**config.mk**
```make
export PLATFORM = sky130hd
export DESIGN_NAME = write_back_buffer_flat
export DESIGN_NICKNAME = d
export VERILOG_FILES = /design/src/rtl/write_back_buffer_if.sv /design/src/rtl/write_back_buffer.sv /design/src/flat_wrapper.sv
export SDC_FILE = /design/constraint.sdc
export NUM_CORES = 1
export LEC_CHECK = 0
export BUFFER_PORTS_ARGS = -buffer_cell sky130_fd_sc_hd__buf_2
export CORE_MARGIN = 3
export CORE_UTILIZATION = 28
export CTS_CLUSTER_SIZE = 12
export DETAILED_ROUTE_END_ITERATION = 16
export GPL_TIMING_DRIVEN = 0
export SYNTH_ARGS = -nofsm -noshare
export SYNTH_HDL_FRONTEND = slang
export SYNTH_SLANG_ARGS = --single-unit
```
**constraint.sdc**
```tcl
create_clock -name i_clk -period 5.33 [get_ports i_clk]
set_input_delay 0.533 -clock i_clk [delete_from_list [all_inputs] [get_ports i_clk]]
set_output_delay 0.533 -clock i_clk [all_outputs]
set_load 0.02 [all_outputs]
```
**src/rtl/write_back_buffer_if.sv**
```systemverilog
// write_back_buffer_if: bundles the cache eviction port, the miss lookup port
// and the memory write handshake of the posted-write buffer.
// slave  = buffer side, master = cache/memory side.
interface write_back_buffer_if #(
    parameter int DATA_W = 32,
    parameter int ADDR_W = 16,
    parameter int DEPTH  = 4
);
    localparam int CNT_W = $clog2(DEPTH) + 1;

    logic              evict_valid;
    logic              evict_ready;
    logic [ADDR_W-1:0] evict_address;
    logic [DATA_W-1:0] evict_data;
    logic [ADDR_W-1:0] lookup_address;
    logic              lookup_hit;
    logic [DATA_W-1:0] lookup_data;
    logic              mem_write_req;
    logic [ADDR_W-1:0] mem_address;
    logic [DATA_W-1:0] mem_data;
    logic              mem_ack;
    logic [CNT_W-1:0]  count;
    logic              full;
    logic              empty;

    modport slave (
        input  evict_valid, evict_address, evict_data, lookup_address, mem_ack,
        output evict_ready, lookup_hit, lookup_data, mem_write_req, mem_address,
               mem_data, count, full, empty
    );

    modport master (
        output evict_valid, evict_address, evict_data, lookup_address, mem_ack,
        input  evict_ready, lookup_hit, lookup_data, mem_write_req, mem_address,
               mem_data, count, full, empty
    );
endinterface

```
**src/rtl/write_back_buffer.sv**
```systemverilog
// write_back_buffer: posted-write FIFO between the cache and main memory.
// Evicted dirty words are queued and drained one at a time over a
// request/acknowledge handshake (IDLE -> WRITE -> RETIRE). A combinational
// lookup forwards the newest buffered copy of an address on a cache miss.
// Optional feature: define WB_FLUSH_EN to add i_flush / o_flush_done.
module write_back_buffer #(
    parameter int DATA_W = 32,
    parameter int ADDR_W = 16,
    parameter int DEPTH  = 4
) (
    input  logic               i_clk,
    input  logic               i_rst,
`ifdef WB_FLUSH_EN
    input  logic               i_flush,
    output logic               o_flush_done,
`endif
    write_back_buffer_if.slave io_bus
);
    localparam int PTR_W = $clog2(DEPTH);
    localparam int CNT_W = PTR_W + 1;

    typedef enum logic [1:0] {
        IDLE   = 2'd0,
        WRITE  = 2'd1,
        RETIRE = 2'd2
    } state_t;

    state_t            r_state;
    state_t            w_state_nxt;

    logic [ADDR_W-1:0] r_addr [DEPTH];
    logic [DATA_W-1:0] r_data [DEPTH];
    logic [PTR_W-1:0]  r_head;
    logic [PTR_W-1:0]  r_tail;
    logic [CNT_W-1:0]  r_count;

    logic              r_mem_req;
    logic              w_mem_req_nxt;
    logic [ADDR_W-1:0] r_mem_addr;
    logic [ADDR_W-1:0] w_mem_addr_nxt;
    logic [DATA_W-1:0] r_mem_data;
    logic [DATA_W-1:0] w_mem_data_nxt;

    logic              w_full;
    logic              w_empty;
    logic              w_ready;
    logic              w_push;
    logic              w_pop;
    logic              w_hit;
    logic [DATA_W-1:0] w_hit_data;

    // count is the single source of occupancy; pointers only address storage
    assign w_full  = (r_count == CNT_W'(DEPTH));
    assign w_empty = (r_count == '0);

`ifdef WB_FLUSH_EN
    logic r_flushing;
    logic r_flush_done;
    logic w_flush_req;

    // a pending flush blocks new evictions until the buffer has drained
    assign w_ready     = !w_full && !r_flushing;
    assign w_flush_req = r_flushing || i_flush;
`else
    assign w_ready = !w_full;
`endif

    // a push refused when full stays refused even if RETIRE frees a slot this edge
    assign w_push = io_bus.evict_valid && w_ready;
    assign w_pop  = (r_state == RETIRE);

    // entry storage: data path only, no reset needed
    always_ff @(posedge i_clk) begin
        if (w_push) begin
            r_addr[r_tail] <= io_bus.evict_address;
            r_data[r_tail] <= io_bus.evict_data;
        end
    end

    // head/tail pointers wrap naturally at the power-of-two depth; count tracks fill
    always_ff @(posedge i_clk or posedge i_rst) begin
        if (i_rst) begin
            r_head  <= '0;
            r_tail  <= '0;
            r_count <= '0;
        end else begin
            if (w_push) r_tail <= r_tail + 1'b1;
            if (w_pop)  r_head <= r_head + 1'b1;
            case ({w_push, w_pop})
                2'b10:   r_count <= r_count + 1'b1;
                2'b01:   r_count <= r_count - 1'b1;
                default: r_count <= r_count;
            endcase
        end
    end

    // drain FSM state and registered memory request outputs
    always_ff @(posedge i_clk or posedge i_rst) begin
        if (i_rst) begin
            r_state    <= IDLE;
            r_mem_req  <= 1'b0;
            r_mem_addr <= '0;
            r_mem_data <= '0;
        end else begin
            r_state    <= w_state_nxt;
            r_mem_req  <= w_mem_req_nxt;
            r_mem_addr <= w_mem_addr_nxt;
            r_mem_data <= w_mem_data_nxt;
        end
    end

    // drain FSM next state: latch head, hold until ack, then retire the entry
    always_comb begin
        w_state_nxt    = r_state;
        w_mem_req_nxt  = r_mem_req;
        w_mem_addr_nxt = r_mem_addr;
        w_mem_data_nxt = r_mem_data;
        case (r_state)
            IDLE: begin
                if (!w_empty) begin
                    w_mem_req_nxt  = 1'b1;
                    w_mem_addr_nxt = r_addr[r_head];
                    w_mem_data_nxt = r_data[r_head];
                    w_state_nxt    = WRITE;
                end
            end
            WRITE: begin
                if (io_bus.mem_ack) begin
                    w_mem_req_nxt = 1'b0;
                    w_state_nxt   = RETIRE;
                end
            end
            RETIRE: begin
                w_state_nxt = IDLE;
            end
            default: begin
                w_mem_req_nxt = 1'b0;
                w_state_nxt   = IDLE;
            end
        endcase
    end

    // lookup walks entries oldest to newest so the newest match wins;
    // the head entry stays visible until it is retired
    always_comb begin
        w_hit      = 1'b0;
        w_hit_data = '0;
        for (int k = 0; k < DEPTH; k++) begin
            if ((CNT_W'(k) < r_count) &&
                (r_addr[r_head + PTR_W'(k)] == io_bus.lookup_address)) begin
                w_hit      = 1'b1;
                w_hit_data = r_data[r_head + PTR_W'(k)];
            end
        end
    end

`ifdef WB_FLUSH_EN
    // sticky flush flag; clears with a one-cycle done pulse once drained and idle
    always_ff @(posedge i_clk or posedge i_rst) begin
        if (i_rst) begin
            r_flushing   <= 1'b0;
            r_flush_done <= 1'b0;
        end else if (w_flush_req && w_empty && (r_state == IDLE) && !w_push) begin
            r_flushing   <= 1'b0;
            r_flush_done <= 1'b1;
        end else begin
            r_flushing   <= w_flush_req;
            r_flush_done <= 1'b0;
        end
    end

    assign o_flush_done = r_flush_done;
`endif

    assign io_bus.evict_ready   = w_ready;
    assign io_bus.lookup_hit    = w_hit;
    assign io_bus.lookup_data   = w_hit_data;
    assign io_bus.mem_write_req = r_mem_req;
    assign io_bus.mem_address   = r_mem_addr;
    assign io_bus.mem_data      = r_mem_data;
    assign io_bus.count         = r_count;
    assign io_bus.full          = w_full;
    assign io_bus.empty         = w_empty;
endmodule

```
**src/flat_wrapper.sv**
```systemverilog
// flat-port wrapper written by rule: the top's interface ports become plain ports
module write_back_buffer_flat 
#(
    parameter int DATA_W = 32,
    parameter int ADDR_W = 16,
    parameter int DEPTH  = 4
)
  (i_clk, i_rst, io_bus_evict_valid, io_bus_evict_address, io_bus_evict_data, io_bus_lookup_address, io_bus_mem_ack, io_bus_evict_ready, io_bus_lookup_hit, io_bus_lookup_data, io_bus_mem_write_req, io_bus_mem_address, io_bus_mem_data, io_bus_count, io_bus_full, io_bus_empty);
  write_back_buffer_if #(.DATA_W(DATA_W), .ADDR_W(ADDR_W), .DEPTH(DEPTH)) io_bus_i ();
  input  logic i_clk;
  input  logic i_rst;
  input wire logic [$bits(io_bus_i.evict_valid)-1:0] io_bus_evict_valid;
  input wire logic [$bits(io_bus_i.evict_address)-1:0] io_bus_evict_address;
  input wire logic [$bits(io_bus_i.evict_data)-1:0] io_bus_evict_data;
  input wire logic [$bits(io_bus_i.lookup_address)-1:0] io_bus_lookup_address;
  input wire logic [$bits(io_bus_i.mem_ack)-1:0] io_bus_mem_ack;
  output wire logic [$bits(io_bus_i.evict_ready)-1:0] io_bus_evict_ready;
  output wire logic [$bits(io_bus_i.lookup_hit)-1:0] io_bus_lookup_hit;
  output wire logic [$bits(io_bus_i.lookup_data)-1:0] io_bus_lookup_data;
  output wire logic [$bits(io_bus_i.mem_write_req)-1:0] io_bus_mem_write_req;
  output wire logic [$bits(io_bus_i.mem_address)-1:0] io_bus_mem_address;
  output wire logic [$bits(io_bus_i.mem_data)-1:0] io_bus_mem_data;
  output wire logic [$bits(io_bus_i.count)-1:0] io_bus_count;
  output wire logic [$bits(io_bus_i.full)-1:0] io_bus_full;
  output wire logic [$bits(io_bus_i.empty)-1:0] io_bus_empty;
  assign io_bus_i.evict_valid = io_bus_evict_valid;
  assign io_bus_i.evict_address = io_bus_evict_address;
  assign io_bus_i.evict_data = io_bus_evict_data;
  assign io_bus_i.lookup_address = io_bus_lookup_address;
  assign io_bus_i.mem_ack = io_bus_mem_ack;
  assign io_bus_evict_ready = io_bus_i.evict_ready;
  assign io_bus_lookup_hit = io_bus_i.lookup_hit;
  assign io_bus_lookup_data = io_bus_i.lookup_data;
  assign io_bus_mem_write_req = io_bus_i.mem_write_req;
  assign io_bus_mem_address = io_bus_i.mem_address;
  assign io_bus_mem_data = io_bus_i.mem_data;
  assign io_bus_count = io_bus_i.count;
  assign io_bus_full = io_bus_i.full;
  assign io_bus_empty = io_bus_i.empty;
  write_back_buffer #(.DATA_W(DATA_W), .ADDR_W(ADDR_W), .DEPTH(DEPTH)) u_core (.i_clk(i_clk), .i_rst(i_rst), .io_bus(io_bus_i));
endmodule
```
# Yosys cells after proc, flatten, opt, wreduce, memory -nomap -nowiden
# Memory sizes are Yosys's and may differ from the RTL's.
# Index checks and enable logic that the tools add are counted.
[word_totals] memories=2 ram_bits=192 register_bits=58 input_bits=68
[op_classes] n_mux=17 n_reduce_logical=12 magnitude_cmp=4 n_eq_ne=11 add_sub_neg=6 bitwise_logic=2
[memory_table] name="u_core.r_data" depth=4 word_bits=32 rd=4 rd_clocked_by_memory_dff=0 wr=1 line="write_back_buffer.sv:32" source="logic [DATA_W-1:0] r_data [DEPTH];"
[memory_table] name="u_core.r_addr" depth=4 word_bits=16 rd=4 rd_clocked_by_memory_dff=0 wr=1 line="write_back_buffer.sv:31" source="logic [ADDR_W-1:0] r_addr [DEPTH];"
[op_table] op="32-bit two-way mux" count=4
[op_table] op="16-bit == test" count=4
[op_table] op="1-bit two-way mux" count=8
[op_table] op="1-bit by 3-bit less-than comparator with 1-bit output (first input constant)" count=2
[op_table] op="2-bit by 3-bit less-than comparator with 1-bit output (first input constant)" count=2
[op_table] op="3-bit case mux with 2 select lines" count=1
[op_table] op="1-bit logical AND" count=5
[op_table] op="2-bit by 1-bit adder with 2-bit output (second input constant)" count=2
[op_table] op="2-bit adder (second input constant)" count=2
[op_table] op="2-bit by 1-bit == test with 1-bit output (second input constant)" count=2
[op_table] op="2-bit == test (second input constant)" count=2
[op_table] op="2-bit two-way mux" count=2
[op_table] op="2-bit != test (second input constant)" count=2
[op_table] op="2-bit case mux with 2 select lines" count=1
[op_table] op="2-bit AND reduction" count=2
[op_table] op="3-bit by 1-bit adder with 3-bit output (second input constant)" count=1
[op_table] op="3-bit == test (second input constant)" count=1
[op_table] op="3-bit logical NOT" count=1
[op_table] op="1-bit case mux with 3 select lines" count=1
[op_table] op="3-bit AND reduction" count=1
[op_table] op="3-bit by 1-bit subtractor with 3-bit output (second input constant)" count=1
[op_table] op="2-bit logical NOT" count=1
[op_table] op="1-bit NOT" count=2
[op_table] op="2-bit nonzero test" count=1
[op_table] op="1-bit logical NOT" count=1

# Logic depth before layout (Yosys ltp)
# An unclocked memory read counts as a cell.
[logic_depth] word_depth=7 ltp_mapped=13 ltp_nobuf=9

# Least setup slack after synthesis
# Ideal clock, no wire load.
[synth_timing] path_kind="flip-flop to output port" from="register u_core.r_head[0]" to="output port io_bus_lookup_data[0]" stages_incl_launch_ff=11 arrival_ps=3127 setup_slack_ps=1670 cell_sequence="dfrtp_1 > buf_2 > buf_2 > mux4_2 > xnor2_1 > nand4_1 > or4_1 > nor3_2 > buf_4 > nand3_1 > a311oi_1"
[synth_via] elab_chain_len=7 elab_cells_between_ends=17 cone_classes="add/sub: 3; eq/ne: 4; mux: 4; reduce/logical: 4; memory: 2"
[synth_rtl] element="start, declared" line="write_back_buffer.sv:33" source="logic [PTR_W-1:0] r_head;"
[synth_rtl] element="start signal, assigned" line="write_back_buffer.sv:88" source="if (w_pop) r_head <= r_head + 1'b1;"
[synth_rtl] element="2-bit by 1-bit adder with 2-bit output / memory 4 x 16 bit (equally long branches)"
[synth_rtl] element="memory 4 x 16 bit / 16-bit == test (equally long branches)"
[synth_rtl] element="16-bit == test / 1-bit logical AND (equally long branches)" line="write_back_buffer.sv:150, write_back_buffer.sv:149"
[synth_rtl] element="1-bit logical AND / 32-bit two-way mux (equally long branches)" line="write_back_buffer.sv:149" source="if ((CNT_W'(k) < r_count) &&"
[synth_rtl] element="32-bit two-way mux (2 in series)" line="write_back_buffer.sv:149"
[synth_rtl] element="32-bit two-way mux *" line="write_back_buffer.sv:149"
[synth_rtl] element="end, declared" line="flat_wrapper.sv:19" source="output wire logic [$bits(io_bus_i.lookup_data)-1:0] io_bus_lookup_data;"
# Every way passes the cells marked *; elsewhere a longest branch is shown, timed or not.

# Worst setup path in the final report
[layout_timing] from="register u_core.r_head[0]" to="output port io_bus_lookup_data[29]"
# Same word-level chain as after synthesis.

==> key figures <==
Cells and area
  – Layout cells sized above 1: 26.0%
  – Fillers: 5155
  – Final design utilization: 33.7%
  – Nets: 1473
  – Layout area overhead: 17.7%
  – Area of the multi-input gates: 6810 sq um
  – FF+latch area: 7220 sq um

Floorplan
  – Area of the core: 50700 sq um
  – Die Y: 234 um
  – # rows: 82
  – IO Count: 156
  – Die width: 234 um
  – Starting Density: 28.7%
  – Die area: 54600 sq um

Critical path
  – Crit Reg-Reg Startpoint: u_core.r_head[0]
  – Critical path peak fanout: 10
  – Crit path DAT: 4.62 ns
  – Worst Path Required: 4.80 ns
  – Element type at the critical path end: output pin
  – Setup crit start: u_core.r_head[0]
  – Setup Crit Path Kind: flip-flop to output pin
  – CP Launch Type: flip-flop

Drt
  – Highest routed layer: met5
  – M1 WL: 20.8 mm
  – Drt pass-1 iters: 5
  – Post-DRT Antenna Nets: 0
  – DRC: 0
  – DR iter-0 viols: 904
  – Metal3 WL: 3.19 mm
  – Vias per std cell: 5.19
  – Drt wl/cell: 22.5 um
  – Metal2 WL: 21.9 mm
  – Via count: 10900
  – Total wire length: 47.1 mm

Flow run
  – # Max-Cap Violations: 0

Place
  – Count of buffers from port buffering: 142
  – Post-DP HPWL: 33.0 mm
  – Placer congestion estimate: 0.849

Synthesis
  – Syn Inst Count: 1221
  – Synth area leader: edfxtp_1
  – Syn_area_per_cell: 11.9 sq um
  – Ys flop type: edfxtp_1
  – EDFF count, synth: 192
  – #FFs+latches synth: 250
  – Ys async rst share: 23.2%
  – Synth cell types: 53
  – Sequential cell area fraction in the yosys report: 49.7%
  – Top-area cell type share of the netlist area: 39.7%
  – Most frequent cell after synthesis: nand2_1
  – Post-synthesis net count: 1298
  – Synth area leaders: edfxtp_1 40%, mux2i_1 11%, dfrtp_1 10%
  – Yosys warns: 0
  – Synth cell count leaders: 270 x nand2_1, 192 x edfxtp_1, 154 x mux2i_1
  – Mapped Area: 14500 sq um

STA
  – Setup Viol. Count Final: 0
  – Slew headroom: 20.6%
  – Setup TNS: 0 ns
  – Crit path time final: 5.15 ns
  – Final Hold Viols: 0
  – RSZ-0062 raised after global routing: false
  – Max Fclk: 0.194 GHz
  – Crit share post-route: 96.7%
  – Fin Clk Skew: 0.0226 ns
  – Slew Viols, Final: 0
  – Worst-margin pin slew: 1.18 ns

Power
  – Sw Ratio: 42.6%
  – Logic pwr share: 50.7%
  – PwrDens: 573 nW/um^2
  – Register share of total power: 30.0%
  – Leak pwr: 0.00665 uW
  – Cell Int Power: 5620 uW
  – Part of the power in the clock network: 19.3%
  – Max VDD drop: 0.000333 V
  – Net Switching: 4170 uW

Min path
  – Worst min path class: primary input to asynchronous set/reset pin

Clock tree
  – Clk pin slew, worst setup/hold paths: 0.06 ns
  – Post_cts resized: 3
  – H-tree Lvls: 1
  – Worst skew pair latency: 0.57 ns
  – CTS Buffer Depth: 3
  – Post-CTS setup buffers: 0
  – Clock Sinks: 250
  – Num CTS Buffers: 28
  – Root Driver: clkbuf_16
  – CTS tree: built
  – Post-CTS Hold Buffers: 0

Global routing
  – Vias in the first global route: 11000
  – Initial antenna violation count: 5
  – Pin count of the biggest net entering global routing: 59
  – First-pass GRT wire length: 69.4 mm
  – GR Util All Layers: 16.8%
  – Total gr overflow: 0

Status
  – Status: completed
cells by family (layout without fill, tap and decap cells):
group / count (synthesis) / in the layout / synth area share (%)
simple gates: 378 / 378 / 11.3
flops: 250 / 250 / 49.7
mux: 243 / 243 / 21.4
compound gates: 155 / 155 / 8.50
buf+inv: 110 / 307 / 3.72
xor+xnor: 76 / 76 / 4.58
fa+ha+maj: 9 / 9 / 0.775
other cells: 0 / 2 / 0
final timing paths:
check                                                to  slack (ns)  cells past startpoint
hold / removal               u_core.io_bus.mem_data[30]        0.17                      2
max in group asynchronous  u_core.io_bus.mem_address[9]        4.60                      2
min in group i_clk                 u_core.r_data[0][29]        0.17                      1
setup reg to reg              u_core.io_bus.mem_data[5]        1.87                     10
hold reg to reg            u_core.io_bus.mem_address[3]        0.47                      2
setup / recovery                 io_bus_lookup_data[29]        0.18                     12
critical path: stages, from the launching register on:
cell	delay, ns
dfrtp_1	0.33
buf_2	0.21
buf_2	0.39
mux4_2	0.58
xnor2_1	0.25
nand4_1	0.19
nor4_2	0.50
and3_1	0.22
buf_2	0.22
buf_2	0.29
o211ai_1	0.15
a311oi_2	0.48
buf_2	0.25
routing by layer:
| metal | vias up | track usage, % |
|---|---|---|
| li1 | 4860 | - |
| met1 | 5432 | 22.9 |
| met2 | 463 | 27.4 |
| met3 | 92 | 2.77 |
| met4 | 8 | 4.95 |
| met5 | - | 0 |
power groups by stage:
stage / clock network, uW / registers (uW) / logic, uW
2_1_floorplan: 0 / 3150 / 3190
6_report: 1890 / 2940 / 4970
3_5_place_dp: 0 / 2970 / 4940
3_3_place_gp: 0 / 2980 / 4850
4_1_cts: 1930 / 2940 / 4970
5_1_grt: 2000 / 2990 / 5350
area by class of cell:
| class | count | area share, % |
|---|---|---|
| clock buffer | 43 | 4.97 |
| antenna | 2 | 0.0293 |
| tap | 672 | 4.92 |
| clock inverter | 9 | 0.278 |
| multi-input combinational | 861 | 39.9 |
| timing repair buffer | 145 | 4.51 |
| inverter | 10 | 0.234 |
| buffer | 100 | 2.96 |
| sequential | 250 | 42.2 |
layout by cell type, fill, tap and decap left out, drive strengths merged, types with 4 or more instances in the layout:
| master | count |
|---|---|
| mux2i | 154 |
| nor3 | 4 |
| inv | 10 |
| xnor2 | 65 |
| mux4 | 50 |
| nand2 | 270 |
| nor2 | 6 |
| o211ai | 34 |
| a21oi | 65 |
| nand2b | 32 |
| nand4 | 10 |
| and3 | 5 |
| a311oi | 31 |
| dfrtp | 58 |
| clkinv | 8 |
| ha | 9 |
| xor2 | 11 |
| o21ai | 7 |
| mux2 | 39 |
| edfxtp | 192 |
| nand3 | 36 |
| buf | 201 |
| clkbuf | 87 |
stage by stage:
step | worst slack (ns) | cell area [sq um] | hold WS [ns] | power, uW | std cells
4_1_cts | 0.0610 | 17100 | 0.148 | 9830 | 2090
2_1_floorplan | 1.67 | 14500 | 0.471 | 6340 | 1221
5_1_grt | 0.00641 | 17100 | 0.167 | 10300 | 2090
3_5_place_dp | 0.391 | 16200 | 0.457 | 7910 | 2038
3_3_place_gp | 0.431 | 16100 | 0.454 | 7830 | 2035
6_report | 0.177 | 17100 | 0.169 | 9790 | 2092
state kept, by name (all words and copies together), names as in the netlist:
| register | count |
|---|---|
| u_core.io_bus.mem_write_req | 1 |
| u_core.io_bus.mem_data | 32 |
| u_core.r_head | 2 |
| u_core.r_addr | 64 |
| u_core.r_data | 128 |
| u_core.io_bus.mem_address | 16 |
| u_core.r_state | 2 |
| u_core.r_tail | 2 |
| u_core.io_bus.count | 3 |
No activity file was read; power rests on OpenSTA's default activity.
